==> config.mk <==
export PLATFORM = sky130hd
export DESIGN_NAME = column_plotter_flat
export DESIGN_NICKNAME = d
export VERILOG_FILES = /design/src/rtl/column_plotter_if.sv /design/src/rtl/column_plotter.sv /design/src/flat_wrapper.sv
export SDC_FILE = /design/constraint.sdc
export NUM_CORES = 1
export LEC_CHECK = 0
export ABC_AREA = 0
export BUFFER_PORTS_ARGS = -buffer_cell sky130_fd_sc_hd__buf_2
export CAP_MARGIN = 20
export CORE_AREA = 10 10 104 106
export DETAILED_ROUTE_END_ITERATION = 16
export DIE_AREA = 0 0 114 116
export PLACE_DENSITY = 0.63
export SLEW_MARGIN = 0
export SYNTH_ARGS = -nofsm -noshare
export SYNTH_HDL_FRONTEND = slang
export SYNTH_SLANG_ARGS = --single-unit
==> constraint.sdc <==
create_clock -name clock -period 4.39 [get_ports clock]
set_input_delay 0.6585 -clock clock [delete_from_list [all_inputs] [get_ports clock]]
set_output_delay 0.6585 -clock clock [all_outputs]
set_load 0.05 [all_outputs]
==> src/rtl/column_plotter_if.sv <==
// Pixel-column request/result bundle between a column requester and the plotter.
interface column_plotter_if;
   logic       start_plot;
   logic [7:0] X_pos_in;
   logic [6:0] Y_pos_in;
   logic [6:0] rect_size;
   logic [2:0] color_in;
   logic [2:0] ceil_color;
   logic [2:0] floor_color;
   logic       plot_enable;
   logic [7:0] X;
   logic [6:0] Y;
   logic [2:0] color_out;
   logic       busy;
   logic       end_plot;

   modport master (
      output start_plot, X_pos_in, Y_pos_in, rect_size, color_in, ceil_color, floor_color,
      input  plot_enable, X, Y, color_out, busy, end_plot
   );

   modport slave (
      input  start_plot, X_pos_in, Y_pos_in, rect_size, color_in, ceil_color, floor_color,
      output plot_enable, X, Y, color_out, busy, end_plot
   );
endinterface

==> src/rtl/column_plotter.sv <==
// Paints one screen column top to bottom (ceiling, wall, floor), one registered pixel per cycle.
// First pixel appears the cycle after start is accepted; start is ignored while busy.
module column_plotter #(
   parameter int SCREEN_W = 160,
   parameter int SCREEN_H = 120
) (
   input  logic            clock,
   input  logic            reset,
   column_plotter_if.slave bus
);
   localparam logic [7:0] W8       = 8'(SCREEN_W);
   localparam logic [7:0] H8       = 8'(SCREEN_H);
   localparam logic [6:0] LAST_ROW = 7'(SCREEN_H - 1);

   typedef enum logic [1:0] {S_IDLE, S_PLOT, S_DONE} state_t;

   state_t     state_q, state_d;
   logic [6:0] row_q, row_d;
   logic [7:0] xl_q, xl_d;
   logic [6:0] top_q, top_d;
   logic [6:0] size_q, size_d;
   logic [2:0] wall_q, wall_d;
   logic [2:0] ceil_q, ceil_d;
   logic [2:0] floor_q, floor_d;
   logic       pe_q, pe_d;
   logic [7:0] x_q, x_d;
   logic [6:0] y_q, y_d;
   logic [2:0] col_q, col_d;
   logic       busy_q, busy_d;
   logic       end_q, end_d;
   logic [6:0] row_nxt;

   // Wall end is formed 8 bits wide so top+size never wraps before clamping.
   function automatic logic [2:0] row_color(input logic [6:0] row, input logic [6:0] top,
                                            input logic [6:0] size, input logic [2:0] wall,
                                            input logic [2:0] ceil, input logic [2:0] flr);
      logic [7:0] wall_end;
      wall_end = {1'b0, top} + {1'b0, size};
      if (wall_end > H8) wall_end = H8;
      if (row < top) return ceil;
      if ({1'b0, row} < wall_end) return wall;
      return flr;
   endfunction

   assign row_nxt = row_q + 7'd1;

   always_comb begin
      state_d = state_q;
      row_d   = row_q;
      xl_d    = xl_q;
      top_d   = top_q;
      size_d  = size_q;
      wall_d  = wall_q;
      ceil_d  = ceil_q;
      floor_d = floor_q;
      pe_d    = 1'b0;
      x_d     = 8'd0;
      y_d     = 7'd0;
      col_d   = 3'd0;
      busy_d  = 1'b0;
      end_d   = 1'b0;
      case (state_q)
         S_IDLE: begin
            if (bus.start_plot) begin
               xl_d    = bus.X_pos_in;
               top_d   = bus.Y_pos_in;
               size_d  = bus.rect_size;
               wall_d  = bus.color_in;
               ceil_d  = bus.ceil_color;
               floor_d = bus.floor_color;
               row_d   = 7'd0;
               busy_d  = 1'b1;
               if (bus.X_pos_in >= W8) begin
                  state_d = S_DONE;
                  end_d   = 1'b1;
               end else begin
                  state_d = S_PLOT;
                  pe_d    = 1'b1;
                  x_d     = bus.X_pos_in;
                  col_d   = row_color(7'd0, bus.Y_pos_in, bus.rect_size, bus.color_in,
                                      bus.ceil_color, bus.floor_color);
               end
            end
         end
         S_PLOT: begin
            busy_d = 1'b1;
            if (row_q == LAST_ROW) begin
               state_d = S_DONE;
               end_d   = 1'b1;
            end else begin
               row_d = row_nxt;
               pe_d  = 1'b1;
               x_d   = xl_q;
               y_d   = row_nxt;
               col_d = row_color(row_nxt, top_q, size_q, wall_q, ceil_q, floor_q);
            end
         end
         S_DONE: begin
            state_d = S_IDLE;
            row_d   = 7'd0;
         end
         default: state_d = S_IDLE;
      endcase
   end

   always_ff @(posedge clock) begin
      if (reset) begin
         state_q <= S_IDLE;
         row_q   <= 7'd0;
         xl_q    <= 8'd0;
         top_q   <= 7'd0;
         size_q  <= 7'd0;
         wall_q  <= 3'd0;
         ceil_q  <= 3'd0;
         floor_q <= 3'd0;
         pe_q    <= 1'b0;
         x_q     <= 8'd0;
         y_q     <= 7'd0;
         col_q   <= 3'd0;
         busy_q  <= 1'b0;
         end_q   <= 1'b0;
      end else begin
         state_q <= state_d;
         row_q   <= row_d;
         xl_q    <= xl_d;
         top_q   <= top_d;
         size_q  <= size_d;
         wall_q  <= wall_d;
         ceil_q  <= ceil_d;
         floor_q <= floor_d;
         pe_q    <= pe_d;
         x_q     <= x_d;
         y_q     <= y_d;
         col_q   <= col_d;
         busy_q  <= busy_d;
         end_q   <= end_d;
      end
   end

   assign bus.plot_enable = pe_q;
   assign bus.X           = x_q;
   assign bus.Y           = y_q;
   assign bus.color_out   = col_q;
   assign bus.busy        = busy_q;
   assign bus.end_plot    = end_q;
endmodule

==> src/flat_wrapper.sv <==
// flat-port wrapper written by rule: the top's interface ports become plain ports
module column_plotter_flat 
#(
   parameter int SCREEN_W = 160,
   parameter int SCREEN_H = 120
)
  (clock, reset, bus_start_plot, bus_X_pos_in, bus_Y_pos_in, bus_rect_size, bus_color_in, bus_ceil_color, bus_floor_color, bus_plot_enable, bus_X, bus_Y, bus_color_out, bus_busy, bus_end_plot);
  column_plotter_if bus_i ();
  input  logic clock;
  input  logic reset;
  input wire logic [$bits(bus_i.start_plot)-1:0] bus_start_plot;
  input wire logic [$bits(bus_i.X_pos_in)-1:0] bus_X_pos_in;
  input wire logic [$bits(bus_i.Y_pos_in)-1:0] bus_Y_pos_in;
  input wire logic [$bits(bus_i.rect_size)-1:0] bus_rect_size;
  input wire logic [$bits(bus_i.color_in)-1:0] bus_color_in;
  input wire logic [$bits(bus_i.ceil_color)-1:0] bus_ceil_color;
  input wire logic [$bits(bus_i.floor_color)-1:0] bus_floor_color;
  output wire logic [$bits(bus_i.plot_enable)-1:0] bus_plot_enable;
  output wire logic [$bits(bus_i.X)-1:0] bus_X;
  output wire logic [$bits(bus_i.Y)-1:0] bus_Y;
  output wire logic [$bits(bus_i.color_out)-1:0] bus_color_out;
  output wire logic [$bits(bus_i.busy)-1:0] bus_busy;
  output wire logic [$bits(bus_i.end_plot)-1:0] bus_end_plot;
  assign bus_i.start_plot = bus_start_plot;
  assign bus_i.X_pos_in = bus_X_pos_in;
  assign bus_i.Y_pos_in = bus_Y_pos_in;
  assign bus_i.rect_size = bus_rect_size;
  assign bus_i.color_in = bus_color_in;
  assign bus_i.ceil_color = bus_ceil_color;
  assign bus_i.floor_color = bus_floor_color;
  assign bus_plot_enable = bus_i.plot_enable;
  assign bus_X = bus_i.X;
  assign bus_Y = bus_i.Y;
  assign bus_color_out = bus_i.color_out;
  assign bus_busy = bus_i.busy;
  assign bus_end_plot = bus_i.end_plot;
  column_plotter #(.SCREEN_W(SCREEN_W), .SCREEN_H(SCREEN_H)) u_core (.clock(clock), .reset(reset), .bus(bus_i));
endmodule
==> results.toml <==
[detailed_routing]
drt_iter0_markers = 92
vias = 2745
avgViaCountPerCell = 5.14
firstDrtPassIters = 5
postRouteAntennaNets = 0
totalWireLength_um = 7700
drc = 0
wl_per_cell_um = 14.4

[cts]
ctsHoldBuffers = 0
insertion_delay_ns = 0.34
post_cts_buffers = 0
clkSinkCount = 61
clockBufferDepth = 2
cts_max_level = 3
post_cts_resized = 0
cts.clk_slew.worst_paths_ns = 0.07
cts_buffers = 9
tritoncts = "built"
ctsRootBufferMaster = "clkbuf_8"

[sta]
hold_viol_final = 0
tightest_slew_ns = 1.04
setup_viol = 0
finalClockSkew_ns = 0.0146
slew_headroom_pct = 30.7
fin_crit_sh_pct = 83.2
maxSlewViolCount = 0
post-route-min-period_ns = 3.65
rsz0062_at_grt = "false"
fmax_mhz = 274
final.setup.tns_ns = 0

[yosys]
ys_seq_area_share_pct = 38.9
synth_area_per_cell_sq_um = 8.53
synth_area_sq_mm = 0.00314
synthArstFlopShare_pct = 0
synthFlopType = "dfxtp_1"
synth.distinct_cells = 52
synth_cells = 368
synth-edff-count = 0
syn-num-nets = 431
ys_warn_count = 0
synth-seq-cells = 61

[global_route]
grt.overflow.total = 0
grt_pass1_wl_um = 13000
grt_pass1_vias = 2724
grt_usage_pct = 12.0
grt_antenna_before_repair = 0
grt_max_degree = 37

[power]
finalPower_w = 0.00133
irDropWorstVdd_mv = 0.180
powerDensity_mw_per_mm2 = 361
power_leakage_nw = 1.68

[cells_and_area]
area_growth_syn_to_layout_pct = 17.6
final_nets = 484
drive_gt1_share_pct = 20.2
antennaDiodeCount = 0

[setup_path]
end_kind = "register"
r2r_setup_slack_ns = 0.74
crit_family = "simple AND/OR/NAND/NOR gates"
startpoint = "u_core.top_q[0]$_SDFFE_PP0P_"
required_ns = 4.61
r2r-start = "u_core.top_q[0]$_SDFFE_PP0P_"
slowest_stage = "or3b_2"
ff2ff_path_depth = 15
crit_path_start_kind = "register"
critical_path_arrival_ns = 3.87
crit_chain = "ha_1, inv_1, fa_1, xnor2_1, or3b_2, nand4b_2, a31oi_1, or3b_1, ha_1, a21o_1, a21oi_1, nand3_1, o21ai_1, o21a_1, o211ai_1"
cpMostUsedCell = "ha_1"
cp_num_buf_inv = 1
rr_endpoint = "u_core.bus.color_out[0]$_SDFF_PP0_"
crit_type = "reg2reg"
worst-path-stages = 15
critPathCapture = "u_core.bus.color_out[0]$_SDFF_PP0_"
crit_path_max_incr_delay_ns = 0.46
crit_fanout = 5

[min_path]
min_from = "u_core.xl_q[2]$_SDFFE_PP0P_"
hold_class = "reg2reg"

[floorplanning]
core-area_sq_mm = 0.00868
die_area_sq_mm = 0.0132
start_util_pct = 36.2
io-pin-count = 55
rows = 34
die_w_um = 114
die_h_um = 116

[status]
status = "completed"

[placement]
dpl.hpwl_um = 5990
numPortBuffers = 54
routabilityCongestion = 0.847

[job]
maxCapViolations = 0
-- tightest hold or removal path, stage by stage (launching register included) --
cell	delay [ns]
dfxtp_1	0.31
nand2_1	0.05
a21oi_1	0.05
-- layer usage --
metal  vias to the layer above  track usage, %  part of all wire (%)
met2                        63            19.8                    47
met1                      1267            14.1                    46
li1                       1401               -                     -
met5                         -               0                     0
met4                         0            5.10                   1.8
met3                        14            3.88                   5.2
-- metrics by stage --
step | std cells | util [%] | setup slack (ns) | instance area (sq um) | hold slack [ns]
detailed placement | 518 | 40.4 | 0.763 | 3500 | 0.450
finish | 534 | 42.5 | 0.736 | 3690 | 0.456
global route | 534 | 42.5 | 0.402 | 3690 | 0.477
floorplan | 368 | - | 1.05 | 3140 | 0.436
CTS | 534 | 42.5 | 0.741 | 3690 | 0.461
global placement | 518 | 40.4 | 0.898 | 3500 | 0.441
-- synth_stat cells, types with 2 or more instances --
library cell,instances,area (sq um)
a21boi_0,3,22.5
a21o_1,7,52.6
a21oi_1,34,170
a22oi_1,11,82.6
a31o_2,2,17.5
a31oi_1,5,31.3
and2b_1,5,37.5
and3_1,3,18.8
clkbuf_1,11,41.3
dfxtp_1,61,1220
fa_1,2,40.0
ha_1,27,338
inv_1,14,52.6
nand2_1,70,263
nand2b_1,2,12.5
nand3_1,10,50.1
nor2_1,27,101
nor2b_1,6,37.5
nor3_1,3,15.0
nor3b_1,3,22.5
nor4_1,2,12.5
o2111ai_1,4,35.0
o211ai_1,4,30.0
o21a_1,4,30.0
o21ai_0,11,55.1
or2_2,3,18.8
or3_1,2,12.5
or3b_2,2,17.5
xnor2_1,5,43.8
xor2_1,3,26.3
-- flip-flops by register name, summed over array words and instances (netlist names) --
register                cells
u_core.top_q                7
u_core.bus.X                8
u_core.bus.busy             1
u_core.ceil_q               3
u_core.bus.color_out        3
u_core.wall_q               3
u_core.row_q                7
u_core.bus.end_plot         1
u_core.bus.Y                7
u_core.xl_q                 8
u_core.bus.plot_enable      1
u_core.floor_q              3
u_core.state_q              2
u_core.size_q               7
-- power by group --
part	switching, W	leakage (nW)	internal, W
clock network	0.000222	0.0964	0.000261
logic	0.000156	1.08	0.0000936
registers	0.0000175	0.498	0.000583
total	0.000396	1.68	0.000937
-- worst min-delay path by stage --
stage,cells past startpoint,slack (ns),to
global route,2,0.48,u_core.xl_q[6]$_SDFFE_PP0P_
finish,2,0.46,u_core.xl_q[2]$_SDFFE_PP0P_
CTS,2,0.46,u_core.xl_q[0]$_SDFFE_PP0P_
detailed placement,2,0.45,u_core.xl_q[6]$_SDFFE_PP0P_
global placement,2,0.44,u_core.xl_q[6]$_SDFFE_PP0P_
floorplan,2,0.44,u_core.xl_q[6]$_SDFFE_PP0P_
-- area by class of cell --
type / instances / area, sq um
multi-input cells: 280 / 1820
well taps: 108 / 135
flip-flops and latches: 61 / 1220
inverters: 14 / 52.6
fillers: 898 / 4990
clock inverters: 6 / 61.3
repair buffers: 55 / 278
clock buffers: 10 / 128
-- logic make-up after synthesis --
| group | Yosys count | synth area share (%) |
|---|---|---|
| AO/OA/AOI/OAI | 97 | 21.1 |
| XOR/XNOR | 8 | 2.23 |
| adder cells (fa/ha/maj) | 29 | 12.0 |
| buffers and inverters | 27 | 3.27 |
| flip-flops | 61 | 38.9 |
| AND/OR/NAND/NOR | 146 | 22.5 |
-- placed cells by master (no fill, tap or decap), types with 3 or more instances in the layout --
master,netlist,final
and2b_1,5,5
xor2_1,3,3
a21o_1,7,7
o21a_1,4,4
nor3_1,3,3
a31oi_1,5,5
nor2_1,27,27
o2111ai_1,4,4
clkbuf_8,0,9
a22oi_1,11,11
o211ai_1,4,4
a21oi_1,34,34
and3_1,3,3
o21ai_0,11,11
ha_1,27,27
nor2b_1,6,6
or2_2,3,3
dfxtp_1,61,61
xnor2_1,5,5
a21boi_0,3,3
nand3_1,10,10
clkinv_2,0,3
buf_2,1,54
nor3b_1,3,3
inv_1,14,14
nand2_1,70,70
(Power assumes the default switching activity.)
